## src/rtl/malloc_interval_tracker_pkg.sv

```systemverilog
// Shared bounds-check definitions used by the malloc interval tracker and the
// object-bounds circular buffer: tracker states and address constants.
package malloc_interval_tracker_pkg;

    localparam int unsigned DEFAULT_XLEN = 32;

    localparam logic [DEFAULT_XLEN-1:0] NULL_PTR = '0;
    localparam logic [DEFAULT_XLEN-1:0] ALL_ONES = '1;

    typedef enum logic [1:0] {
        IDLE,
        WAIT_RET,
        EMIT
    } tracker_state_e;

endpackage

```

## src/rtl/malloc_interval_calc.sv

```systemverilog
// Combinational interval end calculation: last = ptr + size - 1, saturating on
// carry out of XLEN bits, plus zero-size and NULL-pointer filter flags.
module malloc_interval_calc
    import malloc_interval_tracker_pkg::*;
#(
    parameter int unsigned XLEN = DEFAULT_XLEN
) (
    input  logic [XLEN-1:0] ptr,
    input  logic [XLEN-1:0] size,
    output logic [XLEN-1:0] last,
    output logic            zero_size,
    output logic            null_ptr
);

    logic [XLEN:0] sum;

    // The extra bit catches objects that run past the top of the address space.
    always_comb begin
        sum  = {1'b0, ptr} + {1'b0, size} - {{XLEN{1'b0}}, 1'b1};
        last = sum[XLEN] ? {XLEN{ALL_ONES[0]}} : sum[XLEN-1:0];
    end

    assign zero_size = (size == '0);
    assign null_ptr  = (ptr == XLEN'(NULL_PTR));

endmodule

```

## src/rtl/malloc_interval_tracker.sv

```systemverilog
// Tracks malloc call/return pairs on the commit stream and emits one object
// interval per allocation. Optional call timeout: MALLOC_TRACKER_TIMEOUT_EN.
module malloc_interval_tracker
    import malloc_interval_tracker_pkg::*;
#(
`ifdef MALLOC_TRACKER_TIMEOUT_EN
    parameter int unsigned TIMEOUT_CYCLES = 4096,
`endif
    parameter int unsigned XLEN = DEFAULT_XLEN
) (
    input  logic            clk_i,
    input  logic            rst_ni,
    input  logic            en_i,
    input  logic [XLEN-1:0] malloc_addr_i,
    input  logic            commit_valid_i,
    input  logic [XLEN-1:0] commit_pc_i,
    input  logic            commit_is_call_i,
    input  logic [XLEN-1:0] commit_target_i,
    input  logic [XLEN-1:0] a0_i,
`ifdef MALLOC_TRACKER_TIMEOUT_EN
    output logic            timeout_o,
`endif
    output logic            en_write_o,
    output logic [XLEN-1:0] addr_first_o,
    output logic [XLEN-1:0] addr_last_o,
    output logic            busy_o
);

    tracker_state_e  state_q, state_d;
    logic [XLEN-1:0] size_q;
    logic [XLEN-1:0] ret_q;
    logic [XLEN-1:0] calc_last;
    logic            calc_zero_size;
    logic            calc_null_ptr;
    logic            trigger;
    logic            ret_hit;
    logic            capture;
    logic            go_emit;
`ifdef MALLOC_TRACKER_TIMEOUT_EN
    localparam int unsigned TW = (TIMEOUT_CYCLES > 1) ? $clog2(TIMEOUT_CYCLES) : 1;
    logic [TW-1:0]   timer_q;
    logic            timeout_hit;
`endif

    malloc_interval_calc #(
        .XLEN (XLEN)
    ) u_calc (
        .ptr       (a0_i),
        .size      (size_q),
        .last      (calc_last),
        .zero_size (calc_zero_size),
        .null_ptr  (calc_null_ptr)
    );

    assign trigger = commit_valid_i & commit_is_call_i & (commit_target_i == malloc_addr_i);
    assign ret_hit = commit_valid_i & (commit_pc_i == ret_q);
    assign busy_o  = (state_q == WAIT_RET);

    // EMIT behaves like IDLE for new calls so back-to-back allocations are not lost.
    always_comb begin
        state_d = state_q;
        capture = 1'b0;
        go_emit = 1'b0;
`ifdef MALLOC_TRACKER_TIMEOUT_EN
        timeout_hit = 1'b0;
`endif
        case (state_q)
            IDLE, EMIT: begin
                state_d = IDLE;
                if (trigger) begin
                    capture = 1'b1;
                    state_d = WAIT_RET;
                end
            end
            WAIT_RET: begin
                if (ret_hit) begin
                    if (!calc_zero_size && !calc_null_ptr) begin
                        go_emit = 1'b1;
                        state_d = EMIT;
                    end else begin
                        state_d = IDLE;
                    end
                end
`ifdef MALLOC_TRACKER_TIMEOUT_EN
                else if (timer_q == TW'(TIMEOUT_CYCLES - 1)) begin
                    timeout_hit = 1'b1;
                    state_d     = IDLE;
                end
`endif
            end
            default: state_d = IDLE;
        endcase
        if (!en_i) begin
            state_d = IDLE;
            capture = 1'b0;
            go_emit = 1'b0;
`ifdef MALLOC_TRACKER_TIMEOUT_EN
            timeout_hit = 1'b0;
`endif
        end
    end

    always_ff @(posedge clk_i or negedge rst_ni) begin
        if (!rst_ni) begin
            state_q      <= IDLE;
            size_q       <= '0;
            ret_q        <= '0;
            en_write_o   <= 1'b0;
            addr_first_o <= '0;
            addr_last_o  <= '0;
        end else begin
            state_q    <= state_d;
            en_write_o <= go_emit;
            if (capture) begin
                size_q <= a0_i;
                ret_q  <= commit_pc_i + XLEN'(4);
            end
            if (go_emit) begin
                addr_first_o <= a0_i;
                addr_last_o  <= calc_last;
            end
        end
    end

`ifdef MALLOC_TRACKER_TIMEOUT_EN
    // The abort flag is sticky so software can notice a lost return later.
    always_ff @(posedge clk_i or negedge rst_ni) begin
        if (!rst_ni) begin
            timer_q   <= '0;
            timeout_o <= 1'b0;
        end else begin
            if (capture) begin
                timer_q <= '0;
            end else if (state_q == WAIT_RET) begin
                timer_q <= timer_q + TW'(1);
            end
            if (timeout_hit) begin
                timeout_o <= 1'b1;
            end
        end
    end
`endif

endmodule
```

## config.mk

```make
export PLATFORM = sky130hd
export DESIGN_NAME = malloc_interval_tracker
export DESIGN_NICKNAME = d
export VERILOG_FILES = /design/src/rtl/malloc_interval_tracker_pkg.sv /design/src/rtl/malloc_interval_calc.sv /design/src/rtl/malloc_interval_tracker.sv
export SDC_FILE = /design/constraint.sdc
export NUM_CORES = 1
export LEC_CHECK = 0
export BUFFER_PORTS_ARGS = -buffer_cell sky130_fd_sc_hd__buf_2
export CAP_MARGIN = 10
export CORE_MARGIN = 2
export CORE_UTILIZATION = 55
export CTS_CLUSTER_SIZE = 20
export DETAILED_ROUTE_END_ITERATION = 8
export GPL_TIMING_DRIVEN = 0
export PLACE_DENSITY = 0.81
export SLEW_MARGIN = 10
export SYNTH_ARGS = -nofsm -noshare
export SYNTH_HDL_FRONTEND = slang
export SYNTH_SLANG_ARGS = --single-unit
```

## constraint.sdc

```tcl
create_clock -name clk_i -period 3.3 [get_ports clk_i]
set_input_delay 0.66 -clock clk_i [delete_from_list [all_inputs] [get_ports clk_i]]
set_output_delay 0.66 -clock clk_i [all_outputs]
set_load 0.03 [all_outputs]
```

==> results of run 1 <==
==> through the flow <==
step / setup WS [ps] / util, % / total power (µW) / TNS (ps)
2_1_floorplan: 82.86 / - / 1914 / 0
3_3_place_gp: -491.1 / 63.71 / 2127 / -40790
3_5_place_dp: -510.9 / 63.93 / 2138 / -12480
4_1_cts: 4.775 / 67.95 / 4093 / 0
5_1_grt: -4.013 / 68.27 / 4219 / -4.013
6_report: 146.7 / 68.29 / 4089 / 0
==> path summary, 6_finish.rpt <==
| check | end | from | slack (ps) | cells after the start |
|---|---|---|---|---|
| worst max-delay path | addr_last_o[10]$_DFFE_PN0P_ | size_q[5]$_DFFE_PN0P_ | 150 | 13 |
| worst min-delay path | addr_last_o[8]$_DFFE_PN0P_ | rst_ni | 160 | 1 |
| worst max register to register | addr_last_o[10]$_DFFE_PN0P_ | size_q[5]$_DFFE_PN0P_ | 150 | 13 |
| worst min register to register | addr_first_o[22]$_DFFE_PN0P_ | addr_first_o[22]$_DFFE_PN0P_ | 470 | 2 |
| max in group asynchronous | addr_last_o[28]$_DFFE_PN0P_ | rst_ni | 2360 | 2 |
| min in group clk_i | size_q[6]$_DFFE_PN0P_ | a0_i[6] | 470 | 3 |
==> cell usage after synthesis (8+ instances only) <==
| library cell | n | area, µm² |
|---|---|---|
| xnor2_1 | 44 | 385.4 |
| o21ai_0 | 78 | 390.4 |
| nand3_1 | 22 | 110.1 |
| a21oi_2 | 10 | 87.58 |
| nor3_1 | 15 | 75.07 |
| clkbuf_1 | 17 | 63.81 |
| nand4_1 | 18 | 112.6 |
| xor2_1 | 72 | 630.6 |
| nor2_1 | 54 | 202.7 |
| and3_1 | 8 | 50.05 |
| mux2_2 | 33 | 371.6 |
| ha_1 | 64 | 800.8 |
| dfrtp_1 | 131 | 3278 |
| nand2_1 | 95 | 356.6 |
| a21oi_1 | 47 | 235.2 |
| nor4_1 | 33 | 206.5 |
| inv_1 | 140 | 525.5 |
| a21o_1 | 18 | 135.1 |
==> critical path: stages, from the launching register on <==
cell and delay, ps:
dfrtp_1 360, inv_1 70, ha_1 270, inv_1 40, ha_1 350, a2111oi_0 480, o21a_1 220, o211ai_1 150
a211o_1 300, nand2_1 140, o21ai_4 90, mux2i_4 280, buf_6 220, a21oi_2 70
==> state kept, by name (all words and copies together) (netlist names) <==
register      count
addr_first_o     32
addr_last_o      32
ret_q            32
size_q           32
state_q           2
en_write_o        1
==> area by class of cell <==
type / instances / share of cell area (%)
tap: 216 / 2.528
inverter: 140 / 4.916
multi-input combinational: 687 / 45.24
clock inverter: 12 / 1.463
timing repair buffer: 201 / 9.726
buffer: 26 / 1.170
clock buffer: 20 / 4.272
antenna: 1 / 0.02341
sequential: 131 / 30.66
==> routing by layer <==
metal / wire length [µm] / GRT usage (%)
met5: 14 / 0
met1: 9901 / 35.89
met3: 1559 / 6.601
met4: 852 / 11.64
met2: 11440 / 48.72
==> repair_timing <==
item | 4_1_cts | 5_1_grt
gates resized for setup | 4 | 8
endpoints found under the setup margin | 3 | 27
pin swaps | 0 | 1
setup buffers | 0 | 2
==> power by group through the flow <==
stage          Sequential [µW]  Combinational, µW  Clock, µW
2_1_floorplan             1640                278          0
3_5_place_dp              1640                503          0
6_report                  1610                523       1960
4_1_cts                   1610                512       1970
5_1_grt                   1610                578       2040
3_3_place_gp              1640                491          0
==> layout by cell type (no fill, tap or decap), drive strengths merged, types with 4 or more instances in the layout <==
master,instances
o21ai,79
o21bai,4
clkinvlp,4
a211o,5
and3,8
clkbuf,36
a21o,18
nand4,18
dfrtp,131
nand2b,4
o211ai,5
o21a,6
nand2,95
xor2,72
nor2,54
a21oi,57
nand3,22
nor4,35
mux2i,4
clkinv,5
a31oi,6
xnor2,44
mux2,33
inv,140
nor3,15
buf,211
ha,64
==> cell families after synthesis <==
logic type | count (synthesis) | share of synthesized area [%]
buf+inv | 167 | 7.510
mux | 37 | 4.868
xor+xnor | 116 | 11.66
compound gates | 204 | 14.37
simple gates | 265 | 14.55
flops | 131 | 37.62
fa+ha+maj | 65 | 9.420
==> impl_metrics.env, run 1 <==
export IMPL_coreArea_mm2=0.01566
export IMPL_initial_utilization_pct=55.66
export IMPL_ios=199
export IMPL_skew_ps=11.05
export IMPL_yosysWarnings=0
export IMPL_port_buffers=198
export IMPL_outcome="finished clean"
export IMPL_cp_start_kind="register"
export IMPL_nets=1402
export IMPL_cts_root_buf="clkbuf_16"
export IMPL_die_h_um=129.9
export IMPL_synthFlopType="dfrtp_1"
export IMPL_comb_power_share_pct=12.8
export IMPL_finalNonFillerCells=1434
export IMPL_rows=46
export IMPL_p_int_uw=3046
export IMPL_power_density_mw_per_mm2=382.5
export IMPL_cts_buffers_inserted=17
export IMPL_grt_pass1_wl_um=37740
export IMPL_synth_edf_count=0
export IMPL_cts_tree="yes"
export IMPL_worstPathRequired_ps=3610
export IMPL_htree_levels=4
export IMPL_avgViaCountPerCell=5.526
export IMPL_holdBufCountCts=0
export IMPL_swShare_pct=25.50
export IMPL_synthToLayoutAreaGrowth_pct=22.69
export IMPL_maxCapViolCount=0
export IMPL_seq_area_mm2=0.003278
export IMPL_arrival_ps=3460
export IMPL_gp_congestion=0.9395
export IMPL_whs_ps=155.6
export IMPL_power_share_sequential_pct=39.3
export IMPL_grt_usage_pct=28.84
export IMPL_post_route_min_period_ps=3153
export IMPL_drt_first_pass_iters=5
export IMPL_hold_path_class="primary input to async pin"
export IMPL_worstSkewPairLatency_ps=430
export IMPL_synthArstFlopShare_pct=100.0
export IMPL_hpwl_um=18070
export IMPL_grt_max_degree=89
export IMPL_finalInstanceArea_mm2=0.01069
export IMPL_slew_headroom_pct=40.36
export IMPL_clock_power_share_pct=47.9
export IMPL_routed_wl_um=23770
export IMPL_hold_violations=0
export IMPL_place_inst=1400
export IMPL_antenna_found_initial=2
export IMPL_worst_setup_path_end_kind="register"
export IMPL_syn_inst=985
export IMPL_first_global_vias=7664
export IMPL_ir_drop_v=0.0003397
export IMPL_fin_crit_sh_pct=95.56
export IMPL_yosysSeqAreaShare_pct=37.62
export IMPL_netlist_area_mm2=0.008713
export IMPL_crit_fanout=10
export IMPL_drt_initial_drc_count=581
export IMPL_drc=0
export IMPL_multi_input_area_mm2=0.004836
export IMPL_overflow=0
export IMPL_cts_sinks=131
export IMPL_clk_path_buf_depth=2
export IMPL_fillers=1269
export IMPL_setup_viol=0
export IMPL_clk_pin_slew_ps=60
export IMPL_routed_via_count=7924
export IMPL_wl_per_cell_um=16.57
export IMPL_power_switching_uw=1043
export IMPL_p_leak_uw=0.005540
export IMPL_die_width_um=129.9
export IMPL_tightest_slew_ps=887.3
export IMPL_ant_nets=0
export IMPL_drive_above_1_share_pct=24.82
export IMPL_placed_area_mm2=0.01001
export IMPL_synth_avg_cell_area_um2=8.846
export IMPL_critical_path_class="register to register"
export IMPL_max_freq_mhz=317.1
export IMPL_die_area_mm2=0.01686
export IMPL_synth_cell_type_count=54
export IMPL_drv_slew=0
export IMPL_synth_seq_cells=131
export IMPL_syn_num_nets=1183
Note: power is estimated with default switching activity, not from simulation.
==> run 2: changes to the inputs <==
Settings changed: MAX_ROUTING_LAYER set to met4.
==> impl_metrics.env, run 2 (synthesis gave the netlist of run 1 again) <==
export IMPL_overflow=0
export IMPL_routed_wl_um=23550
export IMPL_hold_path_class="primary input to async pin"
export IMPL_hold_violations=0
export IMPL_place_inst=1400
export IMPL_cts_root_buf="clkbuf_16"
export IMPL_power_density_mw_per_mm2=380.2
export IMPL_grt_usage_pct=29.30
export IMPL_tightest_slew_ps=925.2
export IMPL_rsz0062_at_grt="true"
export IMPL_p_int_uw=3023
export IMPL_critPathBufInv=3
export IMPL_cts_tree="yes"
export IMPL_gp_congestion=0.9581
export IMPL_post_route_min_period_ps=3131
export IMPL_crit_chain="inv_1, ha_1, inv_1, ha_1, and4_1, o21ai_0, o211ai_1, a211o_1, nand2_1, o21ai_4, mux2i_4, buf_6, a21oi_2"
export IMPL_crit_fanout=10
export IMPL_r2r_start="size_q[10]$_DFFE_PN0P_"
export IMPL_clk_path_buf_depth=2
export IMPL_synthToLayoutAreaGrowth_pct=23.02
export IMPL_avgViaCountPerCell=5.465
export IMPL_grt_max_degree=91
export IMPL_power_switching_uw=1053
export IMPL_comb_power_share_pct=13.0
export IMPL_htree_levels=4
export IMPL_skew_ps=10.74
export IMPL_swShare_pct=25.82
export IMPL_coreArea_mm2=0.01566
export IMPL_setup_viol=0
export IMPL_critPathSlowestCell="ha_1"
export IMPL_ir_drop_v=0.0003727
export IMPL_critPathLaunch="size_q[10]$_DFFE_PN0P_"
export IMPL_antenna_found_initial=1
export IMPL_crit_family="compound AO/OA/AOI/OAI gates"
export IMPL_fillers=1280
export IMPL_hpwl_um=18060
export IMPL_die_width_um=129.9
export IMPL_port_buffers=198
export IMPL_rows=46
export IMPL_max_freq_mhz=319.4
export IMPL_cts_sinks=131
export IMPL_clk_pin_slew_ps=60
export IMPL_outcome="finished clean"
export IMPL_ios=199
export IMPL_max_stage_delay_ps=420
export IMPL_drive_above_1_share_pct=25.27
export IMPL_initial_utilization_pct=55.66
export IMPL_wl_per_cell_um=16.40
export IMPL_power_share_sequential_pct=39.4
export IMPL_ff2ff_path_depth=13
export IMPL_nets=1404
export IMPL_drt_first_pass_iters=4
export IMPL_total_power_uw=4076
export IMPL_worstPathRequired_ps=3610
export IMPL_worstSkewPairLatency_ps=430
export IMPL_drc=0
export IMPL_grt_pass1_wl_um=36850
export IMPL_cts_buffers_inserted=17
export IMPL_ant_nets=0
export IMPL_routed_via_count=7848
export IMPL_arrival_ps=3440
export IMPL_final_cell_mix="buf_2 (204), inv_1 (140), dfrtp_1 (131)"
export IMPL_die_h_um=129.9
export IMPL_drt_initial_drc_count=539
export IMPL_final_common_cell="buf_2"
export IMPL_die_area_mm2=0.01686
export IMPL_critical_path_class="register to register"
export IMPL_cp_start_kind="register"
export IMPL_first_global_vias=7523
export IMPL_r2r_end="addr_last_o[13]$_DFFE_PN0P_"
export IMPL_slew_headroom_pct=37.81
export IMPL_drv_slew=0
export IMPL_p_leak_uw=0.005552
export IMPL_holdBufCountCts=0
export IMPL_finalNonFillerCells=1436
export IMPL_worst_setup_path_end_kind="register"
export IMPL_maxCapViolCount=0
export IMPL_r2r_setup_slack_ps=170
export IMPL_clock_power_share_pct=47.6
export IMPL_fin_crit_sh_pct=94.89
## run 2: per-stage QoR
step	util, %	setup TNS, ps	hold WS, ps	setup slack [ps]	cell area, µm²
final	68.47	0	145.5	168.7	10720
after global routing	68.47	-68.49	174.8	-40.93	10720
after CTS	67.91	0	158.0	35.31	10630
after detailed placement	63.93	-13100	465.6	-505.8	10010
after global placement	63.71	-41850	463.6	-497.7	9975
after floorplan	-	0	364.4	82.86	8713
## run 2: cell type report
type | count | area (µm²) | share of cell area, %
antenna | 1 | 2.502 | 0.02335
buffer | 26 | 125.1 | 1.167
clock buffer | 18 | 439.2 | 4.097
clock inverter | 14 | 162.7 | 1.517
inverter | 140 | 525.5 | 4.903
multi-input combinational | 687 | 4861 | 45.35
sequential | 131 | 3278 | 30.58
tap | 216 | 270.3 | 2.521
timing repair buffer | 203 | 1055 | 9.840
## run 2: repair_timing
| item | 4_1_cts | 5_1_grt |
|---|---|---|
| buffers inserted | 0 | 4 |
| gates resized for setup | 4 | 13 |
| setup endpoints to repair | 4 | 27 |
| pin swaps | 0 | 3 |
## run 2: worst max path at each step
stage                                        to  slack [ps]  depth (start not counted)
global route        addr_last_o[30]$_DFFE_PN0P_         -40                         13
finish              addr_last_o[13]$_DFFE_PN0P_         170                         13
detailed placement  addr_last_o[29]$_DFFE_PN0P_        -510                         14
global placement    addr_last_o[29]$_DFFE_PN0P_        -500                         14
floorplan           addr_last_o[29]$_DFFE_PN0P_          80                         13
CTS                 addr_last_o[25]$_DFFE_PN0P_          40                         13
## run 2: layer usage
layer	share of wire, %	vias up	track usage, %	wire, µm
met2	48	296	46.90	11400
met3	6.3	52	6.355	1495
met5	0	-	-	0
li1	-	3803	-	-
met4	3.2	0	13.85	753
met1	42	3697	35.42	9901
## run 2: worst register-to-register path: stages (launching register included)
cell,delay [ps]
dfrtp_1,360
inv_1,70
ha_1,270
inv_1,40
ha_1,420
and4_1,220
o21ai_0,130
o211ai_1,280
a211o_1,190
nand2_1,110
o21ai_4,210
mux2i_4,420
buf_6,230
a21oi_2,70
## run 2: power groups by stage
stage	clock, µW	combinational [µW]	sequential (µW)
final	1940	528	1610
after global routing	2020	584	1610
after CTS	1950	514	1610
after detailed placement	0	505	1640
after global placement	0	492	1640
after floorplan	0	278	1640
